[config.mk]
export PLATFORM = sky130hd
export DESIGN_NAME = ps2_keyboard_rx
export DESIGN_NICKNAME = d
export VERILOG_FILES = /design/src/rtl/ps2_pkg.sv /design/src/rtl/sync_fifo.sv /design/src/rtl/ps2_keyboard_rx.sv
export SDC_FILE = /design/constraint.sdc
export NUM_CORES = 1
export LEC_CHECK = 0
export CAP_MARGIN = 20
export CORE_ASPECT_RATIO = 0.75
export CORE_UTILIZATION = 61
export CTS_CLUSTER_SIZE = 12
export DETAILED_ROUTE_END_ITERATION = 6
export PLACE_DENSITY = 0.85
export SLEW_MARGIN = 20
export SYNTH_ARGS = -nofsm -noshare
export SYNTH_HDL_FRONTEND = slang
export SYNTH_SLANG_ARGS = --single-unit
[constraint.sdc]
create_clock -name clk -period 2.8 [get_ports clk]
set_clock_uncertainty 0.1 [all_clocks]
set_input_delay 0.42 -clock clk [delete_from_list [all_inputs] [get_ports clk]]
set_output_delay 0.42 -clock clk [all_outputs]
set_load 0.03 [all_outputs]
[src/rtl/ps2_pkg.sv]
// Shared types and frame constants for the PS/2 keyboard receiver.
package ps2_pkg;

    typedef enum logic [1:0] {
        IDLE   = 2'd0,
        DATA   = 2'd1,
        PARITY = 2'd2,
        STOP   = 2'd3
    } ps2_state_t;

    localparam int PS2_DATA_BITS  = 8;
    localparam int PS2_FRAME_BITS = 11;

endpackage

[src/rtl/sync_fifo.sv]
// Show-ahead synchronous FIFO; a push while full is accepted only alongside a pop.
module sync_fifo #(
    parameter int WIDTH = 8,
    parameter int DEPTH = 8
) (
    input  logic             clk,
    input  logic             rst,
    input  logic             push,
    input  logic             pop,
    input  logic [WIDTH-1:0] wdata,
    output logic [WIDTH-1:0] rdata,
    output logic             full,
    output logic             empty
);

    localparam int AW = $clog2(DEPTH);

    logic [WIDTH-1:0] mem [DEPTH];
    logic [AW:0]      wr_ptr;
    logic [AW:0]      rd_ptr;
    logic             wr_en;
    logic             rd_en;

    // The extra pointer bit separates full from empty when the indices match.
    assign full  = (wr_ptr[AW] != rd_ptr[AW]) && (wr_ptr[AW-1:0] == rd_ptr[AW-1:0]);
    assign empty = (wr_ptr == rd_ptr);
    assign wr_en = push & (~full | pop);
    assign rd_en = pop & ~empty;
    assign rdata = mem[rd_ptr[AW-1:0]];

    always_ff @(posedge clk) begin
        if (rst) begin
            wr_ptr <= '0;
            rd_ptr <= '0;
            for (int i = 0; i < DEPTH; i++) begin
                mem[i] <= '0;
            end
        end else begin
            if (wr_en) begin
                mem[wr_ptr[AW-1:0]] <= wdata;
                wr_ptr              <= wr_ptr + (AW+1)'(1);
            end
            if (rd_en) begin
                rd_ptr <= rd_ptr + (AW+1)'(1);
            end
        end
    end

endmodule

[src/rtl/ps2_keyboard_rx.sv]
// PS/2 keyboard receiver: synchronizes the pins, decodes 11-bit frames and
// queues good scan-code bytes for a valid/ready consumer.
//
// state  | meaning
// IDLE   | waiting for a start bit; timeout counter parked
// DATA   | shifting in the 8 data bits, LSB first
// PARITY | capturing the odd parity bit
// STOP   | checking the stop bit, then push or report an error
module ps2_keyboard_rx
    import ps2_pkg::*;
#(
    parameter int FIFO_DEPTH     = 8,
    parameter int TIMEOUT_CYCLES = 100000
) (
    input  logic       clk,
    input  logic       rst,
    input  logic       ps2_clk,
    input  logic       ps2_data,
    input  logic       ready,
    output logic       valid,
    output logic [7:0] data,
    output logic       overflow,
    output logic       parity_err,
    output logic       frame_err
);

    localparam int CNT_W = $clog2(PS2_DATA_BITS);
    localparam int TMO_W = $clog2(TIMEOUT_CYCLES + 1);
    localparam logic [TMO_W-1:0] TMO_LOAD = TMO_W'(TIMEOUT_CYCLES);

    logic clk_s0, clk_s1, clk_s2;
    logic dat_s0, dat_s1;
    logic fall;

    ps2_state_t         state_q, state_d;
    logic [CNT_W-1:0]   bit_cnt_q, bit_cnt_d;
    logic [7:0]         shift_q, shift_d;
    logic               par_q, par_d;
    logic [TMO_W-1:0]   tmo_q, tmo_d;
    logic               parity_err_d, frame_err_d;
    logic               push;
    logic               pop;
    logic               fifo_full, fifo_empty;

    // Synchronizers reset to the idle line level so reset never looks like an edge.
    always_ff @(posedge clk) begin
        if (rst) begin
            clk_s0 <= 1'b1;
            clk_s1 <= 1'b1;
            clk_s2 <= 1'b1;
            dat_s0 <= 1'b1;
            dat_s1 <= 1'b1;
        end else begin
            clk_s0 <= ps2_clk;
            clk_s1 <= clk_s0;
            clk_s2 <= clk_s1;
            dat_s0 <= ps2_data;
            dat_s1 <= dat_s0;
        end
    end

    assign fall = clk_s2 & ~clk_s1;

    always_ff @(posedge clk) begin
        if (rst) begin
            state_q    <= IDLE;
            bit_cnt_q  <= '0;
            shift_q    <= '0;
            par_q      <= 1'b0;
            tmo_q      <= TMO_LOAD;
            parity_err <= 1'b0;
            frame_err  <= 1'b0;
        end else begin
            state_q    <= state_d;
            bit_cnt_q  <= bit_cnt_d;
            shift_q    <= shift_d;
            par_q      <= par_d;
            tmo_q      <= tmo_d;
            parity_err <= parity_err_d;
            frame_err  <= frame_err_d;
        end
    end

    always_comb begin
        state_d      = state_q;
        bit_cnt_d    = bit_cnt_q;
        shift_d      = shift_q;
        par_d        = par_q;
        tmo_d        = tmo_q;
        parity_err_d = 1'b0;
        frame_err_d  = 1'b0;
        push         = 1'b0;

        case (state_q)
            IDLE: begin
                tmo_d = TMO_LOAD;
                if (fall) begin
                    if (!dat_s1) begin
                        state_d   = DATA;
                        bit_cnt_d = '0;
                        shift_d   = '0;
                    end else begin
                        frame_err_d = 1'b1;
                    end
                end
            end
            DATA: begin
                if (fall) begin
                    shift_d[bit_cnt_q] = dat_s1;
                    bit_cnt_d          = bit_cnt_q + CNT_W'(1);
                    if (bit_cnt_q == CNT_W'(PS2_DATA_BITS - 1)) begin
                        state_d = PARITY;
                    end
                end
            end
            PARITY: begin
                if (fall) begin
                    par_d   = dat_s1;
                    state_d = STOP;
                end
            end
            STOP: begin
                if (fall) begin
                    state_d = IDLE;
                    // A bad stop bit outranks a parity failure.
                    if (!dat_s1) begin
                        frame_err_d = 1'b1;
                    end else if (~^{shift_q, par_q}) begin
                        parity_err_d = 1'b1;
                    end else begin
                        push = 1'b1;
                    end
                end
            end
            default: state_d = IDLE;
        endcase

        // Down-counter reloaded on every edge; expiring mid-frame abandons the frame.
        if (state_q != IDLE) begin
            if (fall) begin
                tmo_d = TMO_LOAD;
            end else if (tmo_q == '0) begin
                state_d     = IDLE;
                frame_err_d = 1'b1;
            end else begin
                tmo_d = tmo_q - TMO_W'(1);
            end
        end
    end

    assign valid = ~fifo_empty;
    assign pop   = valid & ready;

    always_ff @(posedge clk) begin
        if (rst) begin
            overflow <= 1'b0;
        end else if (push && fifo_full && !pop) begin
            overflow <= 1'b1;
        end
    end

    sync_fifo #(
        .WIDTH (PS2_DATA_BITS),
        .DEPTH (FIFO_DEPTH)
    ) u_fifo (
        .clk   (clk),
        .rst   (rst),
        .push  (push),
        .pop   (pop),
        .wdata (shift_q),
        .rdata (data),
        .full  (fifo_full),
        .empty (fifo_empty)
    );

endmodule

==> results.json, run 1 <==
{
  "final-hold-violation-count": 0,
  "crit_fanout": 16,
  "synth_warnings": 0,
  "die_x_um": 112,
  "stdcell_area_sq_um": 6390,
  "cp_num_buf_inv": 2,
  "startpoint_type": "register",
  "crit_path_top_delay_cell": "mux4_2",
  "cts.sinks": 114,
  "peakVddDrop_v": 0.000397,
  "drt_wl_total_um": 12200,
  "power_density_nw_per_um2": 649,
  "max_clock_freq_mhz": 371,
  "p_leak_nw": 2.53,
  "synth_async_sr_flop_share_pct": 0,
  "worst_pin_slew_ns": 0.828,
  "synthFlopType": "edfxtp_1",
  "worstPathArrival_ns": 2.17,
  "rows": 29,
  "clk_latency_ns": 0.41,
  "period_share_pct": 96.1,
  "antenna_found_initial": 0,
  "dp.cells": 578,
  "timing.final.crit_period_ns": 2.69,
  "syn-cell-area_sq_um": 5530,
  "drt_drc_violations_left": 2,
  "critical_path_class": "register to output pin",
  "core_sq_um": 8640,
  "setup_violations": 0,
  "setup-tns-final_ns": 0,
  "viasPerCell": 6.31,
  "drv_cap": 0,
  "syn_inst": 471,
  "area_delta_synth_final_pct": 15.5,
  "holdWs_ns": 0.321,
  "routedWlPerCell_um": 20.0,
  "clkTransAtPathRegs_ns": 0.06,
  "fillers": 538,
  "cts_tree": "done",
  "cts_root_buffer": "clkbuf_16",
  "synthDistinctLibCells": 57,
  "seqCellArea_sq_um": 2920,
  "io_pins": 17,
  "final_cell_mix": "edfxtp_1, and3_1, dfxtp_1, nor2_1, nand2_1",
  "firstDrtPassIters": 7,
  "diodes": 0,
  "multi_input_area_sq_um": 2370,
  "maxSlewHeadroom_pct": 44.6,
  "cts_buffers": 17,
  "grt_pass1_vias": 3773,
  "layout-drive-gt1-share_pct": 20.9,
  "violations": "DRC",
  "status": "finished with violations",
  "worst-r2r-setup-slack_ns": 0.18,
  "io_buffers": 16,
  "cp-end-kind": "output pin",
  "drtIter0Drc": 297,
  "hold_path_class": "register to register",
  "grt_setup_unrepaired": "false",
  "final_nets": 504,
  "seq_area_frac_synth_pct": 52.8,
  "track_usage_pct": 28.6,
  "synthesis.nets": 486,
  "vias": 3848,
  "h-tree-depth": 4,
  "routabilityCongestion": 0.833,
  "critPathMaxStageDelay_ns": 0.57,
  "grt_overflow": 0,
  "avgSynthCellArea_sq_um": 11.7,
  "grt_max_degree": 37,
  "dpl_cell_area_sq_um": 5780,
  "final_common_cell": "edfxtp_1",
  "critPathTopFamily": "multiplexers",
  "dieArea_sq_um": 9460,
  "start_util_pct": 64.1,
  "holdBufCountCts": 0,
  "postRouteAntennaNets": 0,
  "die_y_um": 84.5,
  "synth_edf_count": 64,
  "drv_slew": 0,
  "clock_path_buffers": 2,
  "critical_path_required_ns": 2.28,
  "crit_chain": "buf_12 > mux4_2 > mux2_2 > dlygate4sd2_1",
  "synth-seq-cells": 114,
  "final_cells": 610,
  "grt_pass1_wl_um": 19900,
  "post-dp-hpwl_um": 7650
}
[stage by stage]
stage | util, % | power [mW] | worst slack, ns
after global routing | 74.0 | 4.25 | 0.0429
after detailed placement | 66.9 | 1.97 | 0.178
final | 74.0 | 4.15 | 0.108
after global placement | 66.9 | 1.96 | 0.275
after floorplan | - | 1.92 | 0.378
after CTS | 74.0 | 4.16 | 0.0871
[metal layers]
| metal | track usage (%) | wire length (um) |
|---|---|---|
| met1 | 36.1 | 5050 |
| met2 | 46.8 | 6030 |
| met3 | 8.52 | 853 |
| met4 | 11.2 | 255 |
| met5 | 0 | 0 |
[registers in the layout, indices dropped and copies added, names as in the netlist, named ones only]
register       count
state_q            2
parity_err         1
shift_q            8
clk_s0             1
u_fifo.mem        64
dat_s1             1
par_q              1
clk_s2             1
u_fifo.rd_ptr      4
frame_err          1
dat_s0             1
bit_cnt_q          3
overflow           1
tmo_q             17
u_fifo.wr_ptr      4
clk_s1             1
[synthesized netlist by cell type (7+ instances only)]
cell	instances	area [sq um]
a21oi_1	19	95.1
and3_1	56	350
and3_2	9	67.6
buf_6	8	90.1
clkbuf_1	19	71.3
dfxtp_1	50	1000
edfxtp_1	64	1920
ha_1	10	125
inv_1	7	26.3
mux2_2	11	124
mux4_2	16	360
nand2_1	21	78.8
nand3_1	14	70.1
nor2_1	29	109
nor2b_1	11	68.8
nor3_1	10	50.1
nor4_1	7	43.8
o21ai_0	15	75.1
or2_2	7	43.8
xnor2_1	16	140
xor2_1	10	87.6
[kinds of logic (layout without fill, tap and decap cells)]
group / count (synthesis) / in the layout / share of synthesized area, %
muxes: 29 / 29 / 9.12
xor gates and xnor gates: 29 / 29 / 5.34
DFF: 114 / 114 / 52.8
adders and majority gates: 10 / 10 / 2.26
buffers and inverters: 43 / 74 / 4.34
and+or+nand+nor: 190 / 190 / 20.1
AOI/OAI and AO/OA: 56 / 56 / 6.04
[final timing paths]
kind / startpoint / cells after the start / endpoint
worst max-delay path: register / 4 / data[6]
worst min-delay path: clk_s0$_SDFF_PP1_ / 1 / clk_s1$_SDFF_PP1_
worst max register to register: shift_q[4]$_SDFFE_PP0P_ / 6 / u_fifo.mem[4][3]$_SDFFCE_PN0P_
worst min register to register: clk_s0$_SDFF_PP1_ / 1 / clk_s1$_SDFF_PP1_
[report_power, final]
part | switching, mW | total [mW] | internal [mW]
registers | 0.0210 | 1.83 | 1.81
clock network | 0.766 | 2.21 | 1.44
logic | 0.0631 | 0.105 | 0.0421
[layout make-up]
cell class              count  share of cell area (%)
flip-flops and latches    114                    45.8
well taps                 108                    2.12
inverters                   7                   0.411
multi-input cells         314                    37.1
clock buffers              22                    7.78
clock inverters            10                    1.88
repair buffers             35                    4.98
[worst reg2reg max path: stages, from the launching register on]
cell and delay (ns):
dfxtp_1 0.48, xor2_1 0.18, xnor3_2 0.50, xnor2_4 0.21, nor4_4 0.21, buf_12 0.22
a21o_1 0.38
[what timing repair did]
item / in CTS / in global routing
setup endpoints to repair: 8 / 0
buffers inserted: 0 / 0
resized for setup: 8 / 0
No activity file was read; power rests on OpenSTA's default activity.
==> inputs of run 2 (changes only) <==
- CORE_ASPECT_RATIO: 0.75 -> 1.1
==> run 2 against run 1 <==
The run now ends clean. Count of clock-buffer cells in the layout fell by 5. Clock power fell by 7%. Maximum frequency fell by 2.1%. First-iteration DRC count fell by 3.7%. Cell area fell by 0.43%. Critical endpoint is now data[5]. Largest cell class unchanged. Largest power group unchanged. Highest routed layer unchanged.
==> results.json, run 2 (synthesis results as in run 1) <==
{
  "grt_overflow": 0,
  "hold_path_class": "register to register",
  "peakVddDrop_v": 0.000505,
  "cts.sinks": 114,
  "io_pins": 17,
  "crit_chain": "clkbuf_16 > mux4_2 > mux2_2 > dlygate4sd2_1",
  "power_density_nw_per_um2": 629,
  "critical_path_required_ns": 2.28,
  "cts_tree": "done",
  "p_sw_share_pct": 21.9,
  "stdcell_area_sq_um": 6360,
  "fillers": 606,
  "clkTransAtPathRegs_ns": 0.06,
  "cts_buffers": 17,
  "clock_path_buffers": 2,
  "power_frac_seq_pct": 45.9,
  "h-tree-depth": 4,
  "cp_num_buf_inv": 2,
  "die_x_um": 92.8,
  "start_util_pct": 62.7,
  "final_cell_mix": "edfxtp_1, and3_1, dfxtp_1, nor2_1, nand2_1",
  "critPathTopFamily": "multiplexers",
  "seqCellArea_sq_um": 2920,
  "crit_path_top_delay_cell": "mux4_2",
  "holdWs_ns": 0.308,
  "post-dp-hpwl_um": 8020,
  "reg.largest.list": "u_fifo.mem (64), tmo_q (17), shift_q (8)",
  "area_delta_synth_final_pct": 15.0,
  "vias": 3854,
  "largest_reg_flops": 64,
  "firstDrtPassIters": 6,
  "drt_wl_total_um": 12500,
  "holdBufCountCts": 0,
  "max_clock_freq_mhz": 364,
  "critPathMaxStageDelay_ns": 0.51,
  "die_y_um": 102,
  "grt_pass1_wl_um": 19500,
  "maxSlewHeadroom_pct": 36.8,
  "startpoint_type": "register",
  "timing.final.crit_period_ns": 2.75,
  "antenna_found_initial": 0,
  "core_sq_um": 8830,
  "diodes": 0,
  "routedWlPerCell_um": 20.3,
  "worst_pin_slew_ns": 0.945,
  "grt_max_degree": 27,
  "final-hold-violation-count": 0,
  "period_share_pct": 98.2,
  "p_int_mw": 3.12,
  "postRouteAntennaNets": 0,
  "final_common_cell": "edfxtp_1",
  "routabilityCongestion": 0.829,
  "dpl_cell_area_sq_um": 5770,
  "drt_drc_violations_left": 0,
  "timing.final.ws_setup_ns": 0.0513,
  "io_buffers": 16,
  "p_leak_nw": 2.51,
  "final_nets": 504,
  "drtIter0Drc": 286,
  "grt_pass1_vias": 3824,
  "worstPathArrival_ns": 2.23,
  "multi_input_area_sq_um": 2370,
  "status": "finished clean",
  "dp_slack_ns": 0.305,
  "cts_root_buffer": "clkbuf_8",
  "regMostFlops": "u_fifo.mem",
  "clkPwrFrac_pct": 51.5,
  "dieArea_sq_um": 9450,
  "drv_slew": 0,
  "rows": 36,
  "crit_fanout": 8,
  "track_usage_pct": 28.2,
  "layout-drive-gt1-share_pct": 21.3,
  "combPwrFrac_pct": 2.6,
  "drv_cap": 0,
  "setup_violations": 0,
  "viasPerCell": 6.26,
  "p_switching_uw": 875,
  "critical_path_class": "register to output pin",
  "cp-end-kind": "output pin",
  "clk_latency_ns": 0.51
}
run 2: cell count changes in the layout (fill, tap and decap cells not counted), sizes merged:
cell and delta:
buf -1, inv +2, clkinv +4, clkbuf -4, clkdlybuf4s15 +2, dlygate4sd2 -2
clkinvlp -1
run 2: layout make-up:
class	count	area share, %
multi-input combinational	314	37.2
clock inverter	15	2.48
sequential	114	46.0
timing repair buffer	35	5.13
tap	114	2.24
clock buffer	17	6.51
inverter	7	0.413
run 2: through the flow:
stage	util, %	cells	total power, mW	setup TNS [ns]
after detailed placement	65.3	583	1.97	0
final	72.0	616	4.00	0
after global placement	65.3	583	1.96	0
after global routing	72.0	616	4.10	-0.0299
after CTS	71.7	615	4.01	0
after floorplan	-	471	1.92	0
run 2: worst reg2reg max path: cells and delay by family, from the launching register on:
kind,cells,cell delay (ns)
adder cells (fa/ha/maj),1,0.29
AO/OA/AOI/OAI,1,0.48
AND/OR/NAND/NOR,2,0.83
flip-flops,1,0.44
run 2: power groups by stage:
stage               registers [mW]  logic [mW]  clock network, mW
detailed placement            1.87       0.106                  0
global placement              1.86       0.102                  0
finish                        1.83       0.105               2.06
CTS                           1.83       0.104               2.08
floorplan                     1.85      0.0706                  0
global route                  1.84       0.112               2.15
run 2: path summary, 6_finish.rpt:
path | startpoint | to | slack (ns) | cells past startpoint
setup / recovery | register | data[5] | 0.05 | 4
hold / removal | dat_s0$_SDFF_PP1_ | dat_s1$_SDFF_PP1_ | 0.31 | 1
setup reg to reg | state_q[1]$_SDFF_PP0_ | u_fifo.mem[4][3]$_SDFFCE_PN0P_ | 0.29 | 4
hold reg to reg | dat_s0$_SDFF_PP1_ | dat_s1$_SDFF_PP1_ | 0.31 | 1
run 2: layer usage:
| metal | share of wire [%] | wire length, um | up-vias | track usage, % |
|---|---|---|---|---|
| li1 | - | - | 1776 | - |
| met3 | 6.8 | 844 | 38 | 8.33 |
| met4 | 4.0 | 502 | 0 | 15.6 |
| met1 | 36 | 4510 | 1871 | 30.9 |
| met5 | 0 | 0 | - | 0 |
| met2 | 53 | 6640 | 169 | 49.2 |
run 2: repair_timing:
| item | 4_1_cts | 5_1_grt |
|---|---|---|
| gates cloned | 0 | 1 |
| gates resized for setup | 10 | 2 |
| buffers inserted | 0 | 0 |
| endpoints found under the setup margin | 8 | 7 |
